==> src/rtl/multi_queue_rr_scheduler.sv <==
`default_nettype none
// ============================================================================
// multi_queue_rr_scheduler : round-robin egress scheduler over QUEUE_COUNT
//   source queues with a one-entry registered output stage.
// Option macro : MULTI_QUEUE_RR_SCHEDULER_PACKET_LOCK_EN (contiguous packets)
// Revision     : 1.0
// ============================================================================
module multi_queue_rr_scheduler #(
  parameter  int QUEUE_COUNT = 4,
  parameter  int DATA_WIDTH  = 32,
  localparam int QID_WIDTH   = $clog2(QUEUE_COUNT)
) (
  input  logic                              clk,
  input  logic                              rst_n,
  input  logic [QUEUE_COUNT-1:0]            q_valid,
  input  logic [QUEUE_COUNT-1:0]            q_last,
  input  logic [QUEUE_COUNT*DATA_WIDTH-1:0] q_payload,
  output logic [QUEUE_COUNT-1:0]            q_ready,
  output logic                              out_valid,
  output logic [DATA_WIDTH-1:0]             out_payload,
  output logic                              out_last,
  output logic [QID_WIDTH-1:0]              out_qid,
  input  logic                              out_ready
);

  logic [QID_WIDTH-1:0]  rr_ptr_q,      rr_ptr_d;
  logic                  out_valid_q,   out_valid_d;
  logic [DATA_WIDTH-1:0] out_payload_q, out_payload_d;
  logic                  out_last_q,    out_last_d;
  logic [QID_WIDTH-1:0]  out_qid_q,     out_qid_d;

`ifdef MULTI_QUEUE_RR_SCHEDULER_PACKET_LOCK_EN
  typedef enum logic [0:0] {
    ST_IDLE   = 1'b0,
    ST_LOCKED = 1'b1
  } state_e;

  state_e               state_q,    state_d;
  logic [QID_WIDTH-1:0] lock_qid_q, lock_qid_d;
`endif

  logic                 load_en;
  logic                 grant_found;
  logic [QID_WIDTH-1:0] grant_idx;
  logic [QID_WIDTH-1:0] grant_next;
  logic                 xfer;

  // Modulo-QUEUE_COUNT add; operands never exceed 2*QUEUE_COUNT-2.
  function automatic logic [QID_WIDTH-1:0] wrap_add(input logic [QID_WIDTH-1:0] base,
                                                    input int                   off);
    int sum;
    sum = int'(base) + off;
    if (sum >= QUEUE_COUNT) begin
      sum = sum - QUEUE_COUNT;
    end
    return QID_WIDTH'(sum);
  endfunction

  assign load_en = !out_valid_q || out_ready;

  // Descending scan so the lowest offset from rr_ptr wins.
  always_comb begin
    grant_found = 1'b0;
    grant_idx   = '0;
    for (int k = QUEUE_COUNT - 1; k >= 0; k--) begin
      if (q_valid[wrap_add(rr_ptr_q, k)]) begin
        grant_found = 1'b1;
        grant_idx   = wrap_add(rr_ptr_q, k);
      end
    end
`ifdef MULTI_QUEUE_RR_SCHEDULER_PACKET_LOCK_EN
    if (state_q == ST_LOCKED) begin
      grant_found = 1'b1;
      grant_idx   = lock_qid_q;
    end
`endif
  end

  always_comb begin
    q_ready = '0;
    if (rst_n && load_en && grant_found) begin
      q_ready[grant_idx] = 1'b1;
    end
  end

  assign xfer       = |(q_valid & q_ready);
  assign grant_next = wrap_add(grant_idx, 1);

  always_comb begin
    out_valid_d   = out_valid_q;
    out_payload_d = out_payload_q;
    out_last_d    = out_last_q;
    out_qid_d     = out_qid_q;
    if (xfer) begin
      out_valid_d   = 1'b1;
      out_payload_d = q_payload[int'(grant_idx) * DATA_WIDTH +: DATA_WIDTH];
      out_last_d    = q_last[grant_idx];
      out_qid_d     = grant_idx;
    end else if (out_ready) begin
      out_valid_d   = 1'b0;
    end
  end

  always_comb begin
    rr_ptr_d = rr_ptr_q;
`ifdef MULTI_QUEUE_RR_SCHEDULER_PACKET_LOCK_EN
    state_d    = state_q;
    lock_qid_d = lock_qid_q;
    if (xfer) begin
      if (q_last[grant_idx]) begin
        state_d  = ST_IDLE;
        rr_ptr_d = grant_next;
      end else begin
        state_d    = ST_LOCKED;
        lock_qid_d = grant_idx;
      end
    end
`else
    // Per-flit arbitration: every transfer moves the pointer past the winner.
    if (xfer) begin
      rr_ptr_d = grant_next;
    end
`endif
  end

  always_ff @(posedge clk) begin
    if (!rst_n) begin
      rr_ptr_q      <= '0;
      out_valid_q   <= 1'b0;
      out_payload_q <= '0;
      out_last_q    <= 1'b0;
      out_qid_q     <= '0;
`ifdef MULTI_QUEUE_RR_SCHEDULER_PACKET_LOCK_EN
      state_q       <= ST_IDLE;
      lock_qid_q    <= '0;
`endif
    end else begin
      rr_ptr_q      <= rr_ptr_d;
      out_valid_q   <= out_valid_d;
      out_payload_q <= out_payload_d;
      out_last_q    <= out_last_d;
      out_qid_q     <= out_qid_d;
`ifdef MULTI_QUEUE_RR_SCHEDULER_PACKET_LOCK_EN
      state_q       <= state_d;
      lock_qid_q    <= lock_qid_d;
`endif
    end
  end

  assign out_valid   = out_valid_q;
  assign out_payload = out_payload_q;
  assign out_last    = out_last_q;
  assign out_qid     = out_qid_q;

endmodule
`default_nettype wire

==> config.mk <==
export PLATFORM = sky130hd
export DESIGN_NAME = multi_queue_rr_scheduler
export DESIGN_NICKNAME = d
export VERILOG_FILES = /design/src/rtl/multi_queue_rr_scheduler.sv
export SDC_FILE = /design/constraint.sdc
export NUM_CORES = 1
export LEC_CHECK = 0
export ABC_AREA = 0
export CAP_MARGIN = 5
export CORE_MARGIN = 2
export CORE_UTILIZATION = 45
export CTS_CLUSTER_DIAMETER = 150
export CTS_CLUSTER_SIZE = 10
export DETAILED_ROUTE_END_ITERATION = 10
export DONT_BUFFER_PORTS = 1
export PLACE_DENSITY = 0.65
export SYNTH_ARGS = -nofsm -noshare
export SYNTH_HDL_FRONTEND = slang
export SYNTH_SLANG_ARGS = --single-unit
==> constraint.sdc <==
create_clock -name clk -period 1.4 [get_ports clk]
set_input_delay 0.21 -clock clk [delete_from_list [all_inputs] [get_ports clk]]
set_output_delay 0.21 -clock clk [all_outputs]
set_load 0.05 [all_outputs]
# [Yosys cells after proc, flatten, opt, wreduce, memory -nomap -nowiden]
# Cells that the tools add are included.
[word_totals] register_bits=38 in_bits=139 elab_cells=62 output_inout_bits=40
[op_classes] n_lt_le_gt_ge=11 reduce_logical=7 shifts=1 addsub=9 muxes=28 bitwise=1
[ops] op="indexed part select 128 x 8 -> 32 bit" n=1
[ops] op="two-way mux 2 bit" n=9
[ops] op="less-than comparator 2 x 3 -> 1 bit (second input constant)" n=5
[ops] op=">= comparator 3 bit (second input constant)" n=4
[ops] op="two-way mux 1 bit" n=12
[ops] op="binary-select mux 1 bit (select 2 bit)" n=5
[ops] op="subtractor 2 x 1 -> 2 bit (second input constant)" n=5
[ops] op="adder 2 x 1 -> 3 bit (second input constant)" n=2
[ops] op="adder 2 x 2 -> 3 bit (second input constant)" n=2
[ops] op="bitwise AND 4 bit" n=1
[ops] op="two-way mux 4 bit" n=1
[ops] op="OR reduction 4 bit" n=1
[ops] op=">= comparator 2 x 3 -> 1 bit (second input constant)" n=1
[ops] op="logical AND 1 bit" n=3
[ops] op="demux 1 bit (select 2 bit)" n=1
[ops] op=">= comparator 2 x 1 -> 1 bit (second input constant)" n=1
[ops] op="nonzero test 2 bit" n=1
[ops] op="logical NOT 1 bit" n=1
[ops] op="logical OR 1 bit" n=1

# [Depth between registers and ports, before layout]
[logic_depth] word_depth=17 mapped_depth=8 depth_no_buf=5

# [Worst setup path after synthesis]
# No wires, ideal clock.
[synth_path] path_type="register to output" start="register out_valid_q (netlist: out_valid)" end="output port q_ready[2]" n_path_buf=2 t_arrival_ps=2068 path_slack_ps=-878 path_stages_with_launch=6 t_required_ps=1190 cell_sequence="dfxtp_1 > a21oi_1 > buf_4 > nand3_1 > buf_2 > nor2_1"
[synth_via] elab_chain_len=5
[synth_rtl] element="start, declared" line="27" text="logic out_valid_q, out_valid_d;"
[synth_rtl] element="start signal, assigned" line="139" text="out_valid_q <= out_valid_d;"
[synth_rtl] element="logical NOT 1 bit" line="59" text="assign load_en = !out_valid_q || out_ready;"
[synth_rtl] element="logical OR 1 bit" line="59"
[synth_rtl] element="logical AND 1 bit (2 in series)" line="81" text="if (rst_n && load_en && grant_found) begin"
[synth_rtl] element="two-way mux 4 bit" line="81"
[synth_rtl] element="end, declared" line="18" text="output logic [QUEUE_COUNT-1:0] q_ready,"
# No other way between the ends.

# [Final worst setup path]
[layout_path] start="register rr_ptr_q[0]" end="output port q_ready[1]"
[layout_via] elab_chain_len=14 elab_cells_between_ends=38 cone_classes="add/sub: 7; order compare: 6; mux: 23; reduce/logical: 2"
[layout_rtl] element="start, declared" line="26" text="logic [QID_WIDTH-1:0] rr_ptr_q, rr_ptr_d;"
[layout_rtl] element="start signal, assigned" line="138" text="rr_ptr_q <= rr_ptr_d;"
[layout_rtl] element="adder 2 x 2 -> 3 bit" line="52" text="sum = int'(base) + off;"
[layout_rtl] element=">= comparator 3 bit / subtractor 2 x 1 -> 2 bit (equally long branches)" line="53, 54"
[layout_rtl] element="two-way mux 2 bit" line="53" text="if (sum >= QUEUE_COUNT) begin"
[layout_rtl] element="binary-select mux 1 bit (select 2 bit)" line="66" text="if (q_valid[wrap_add(rr_ptr_q, k)]) begin"
[layout_rtl] element="two-way mux 1 bit (implied by the code)" line="66"
[layout_rtl] element="two-way mux 2 bit (4 in series)" line="66"
[layout_rtl] element="less-than comparator 2 x 3 -> 1 bit (implied by the code) / >= comparator 2 x 1 -> 1 bit (equally long branches)" line="82" text="q_ready[grant_idx] = 1'b1;"
[layout_rtl] element="logical AND 1 bit (implied by the code)" line="82"
[layout_rtl] element="two-way mux 1 bit (implied by the code)" line="82"
[layout_rtl] element="demux 1 bit (select 2 bit)" line="82"
[layout_rtl] element="two-way mux 4 bit (*)" line="81"
# Mark *: on every way between the ends. The rest lies on a longest branch, timed or not. The select of a mux whose other input is x is not followed.

==> flow_metrics.tcl <==
set metrics [dict create \
    track_usage 0.219 \
    cts_buffer_depth 2 \
    drv_slew 0 \
    wl_per_cell_um 18.5 \
    drt_first_pass_iters 4 \
    n_antenna_cell 0 \
    synth_top_cell_area_share 0.341 \
    die_w_um 74.4 \
    cap_violations 0 \
    internal-power_mw 2.55 \
    yosysUniqueCellTypes 27 \
    ys_seq_area_frac 0.341 \
    finalNetCount 417 \
    critPathArrivalTime_ns 1.61 \
    grt-ovfl-total 0 \
    htreeDepth 2 \
    min_path_cells 2 \
    postRouteAntennaNets 0 \
    area_delta_synth_final_pct 39.0 \
    tritoncts "yes" \
    synth.cell_area_um2 2230 \
    power.share.clock 0.167 \
    clk_latency_ns 0.28 \
    most-common-layout-cells "mux2i_1 (68), buf_4 (45), dfxtp_1 (36)" \
    power_density_nw_per_um2 1360 \
    via_per_inst 5.76 \
    async_reset_ff_frac 0 \
    combPwrFrac 0.502 \
    cp.required_ns 1.19 \
    ir_drop_mv 0.697 \
    skew_ns 0.00366 \
    postCtsHoldBufs 0 \
    instances_no_fill 345 \
    rows 25 \
    num_vias 1988 \
    grt_pass1_wl_um 9220 \
    hold_end "rr_ptr_q[0]" \
    syn_nets 366 \
    worstHoldStart "rst_n" \
    setup_violations 39 \
    pin_count 179 \
    total_power_mw 4.22 \
    fin_hold_ws_ns 0.0718 \
    drcViolationCount 0 \
    rrSetupSlack_ns -0.36 \
    grt_start_max_net_pins 20 \
    layout_commonest_cell "mux2i_1" \
    coreArea_um2 4750 \
    synthFlopType "dfxtp_1" \
    ys_seq_elements 38 \
    cts.sinks 38 \
    relSlewSlack 0.655 \
    max_freq_mhz 550 \
    dp_cells 324 \
    grt_pass1_vias 1892 \
    clockRootBuffer "clkbuf_8" \
    status "finished with violations" \
    path_class "flip-flop to output port" \
    post_route_cells_drive_above_1_share 0.327 \
    start_kind "flip-flop" \
    r2r_end "out_payload[17]" \
    syn_area_per_cell_um2 9.82 \
    layout_setup_ws_ns -0.420 \
    die_y_um 74.4 \
    rsz0062_at_grt "yes" \
    fin_crit_sh 1.30 \
    p_sw_frac 0.397 \
    violations "negative setup slack" \
    hold_viol 0 \
    die_area_um2 5530 \
    power_frac_seq 0.330 \
    wirelength_um 6380 \
    ys_warn_count 0 \
    hold_path.class "primary input to flip-flop" \
    grt_antenna_before_repair 0 \
    drt_iter0_markers 87 \
    start_util 0.469 \
    hpwl_um 4260 \
    cts_buffers 5 \
    synth_cells 227 \
    synth_top_area_cell "dfxtp_1" \
    critPathMaxFanout 3 \
    worstSetupEndpointType "output port" \
    clk_pin_slew_ns 0.07 \
    period_minus_slack_ns 1.82 \
    rr_startpoint "rr_ptr_q[0]" \
    reg2reg_depth 6 \
    switching_power_mw 1.68 \
    gp_congestion 0.752 \
    worst_pin_slew_ns 0.516 \
    ys_top_cells_by_area "dfxtp_1 (34%), mux2i_1 (31%), o221ai_1 (13%)" \
    io_buffers 0 \
    post-place-ws_ns -0.227 \
    p_leak_nw 1.48 \
    synth_edf_count 0 \
]
[what timing repair did]
item,in CTS,in global routing
pin swaps,8,2
setup buffers,6,3
endpoints found under the setup margin,39,40
resized for setup,21,5
gates cloned,6,0
[sequential cells by signal (all words and copies together) (netlist names)]
register,flops
out_qid,2
out_valid,1
out_last,1
out_payload,32
rr_ptr_q,2
[power groups by stage]
stage	combinational, mW	clock (mW)	sequential (mW)
after floorplan	0.877	0	1.93
after global placement	1.74	0	1.42
after detailed placement	1.77	0	1.42
after CTS	2.11	0.729	1.40
after global routing	2.23	0.789	1.41
final	2.12	0.707	1.39
[synthesized netlist by cell type (2+ instances only)]
library cell  count
inv_1             4
dfxtp_1          38
buf_6             4
a21oi_1           4
mux2i_1          68
nor2_1            9
nand2_1          33
buf_8             4
nand2b_1          2
nand3_1           3
clkbuf_1          4
buf_2             7
o221ai_1         33
[stage by stage]
step,utilization,cell area [um^2],setup TNS [ns]
detailed placement,0.559,2660,-6.33
floorplan,-,2290,-4.76
CTS,0.643,3060,-11.32
global route,0.652,3100,-14.52
finish,0.652,3100,-11.18
global placement,0.559,2660,-4.39
[worst max-delay path by stage]
stage | cells after the start | from | endpoint
5_1_grt | 6 | rr_ptr_q[0] | q_ready[1]
6_report | 6 | rr_ptr_q[0] | q_ready[1]
3_3_place_gp | 6 | rr_ptr_q[0] | out_payload[14]
3_5_place_dp | 6 | rr_ptr_q[0] | out_payload[31]
4_1_cts | 6 | rr_ptr_q[0] | q_ready[1]
2_1_floorplan | 7 | rr_ptr_q[0] | q_ready[0]
[cell type report]
cell class / count / area, um^2
clock buffer: 7 / 76.3
multi-input combinational: 165 / 1400
sequential: 38 / 763
tap: 67 / 83.8
inverter: 4 / 15.0
fill: 381 / 1660
timing repair buffer: 64 / 757
[cell families (layout without fill, tap and decap cells)]
kind of cell | after synthesis | count (layout) | synth area share
XOR/XNOR | 1 | 1 | 0.00393
AO/OA/AOI/OAI | 45 | 45 | 0.168
flip-flops | 38 | 38 | 0.341
buffers and inverters | 24 | 75 | 0.0797
multiplexers | 68 | 68 | 0.305
AND/OR/NAND/NOR | 51 | 51 | 0.102
[worst max-delay path, cell delays in order (launching register included)]
cell,delay [ns]
dfxtp_2,0.34
nand2b_4,0.14
and2b_1,0.15
o22a_1,0.22
nand3b_4,0.20
nor2_4,0.13
buf_12,0.14
[per-layer routing]
| layer | vias up | share of wire | GRT usage |
|---|---|---|---|
| li1 | 959 | - | - |
| met1 | 931 | 0.39 | 0.257 |
| met2 | 96 | 0.54 | 0.408 |
| met3 | 2 | 0.063 | 0.0474 |
| met4 | 0 | 0.0039 | 0.0476 |
| met5 | - | 0 | 0 |
Power figures use the tool's default switching activity.
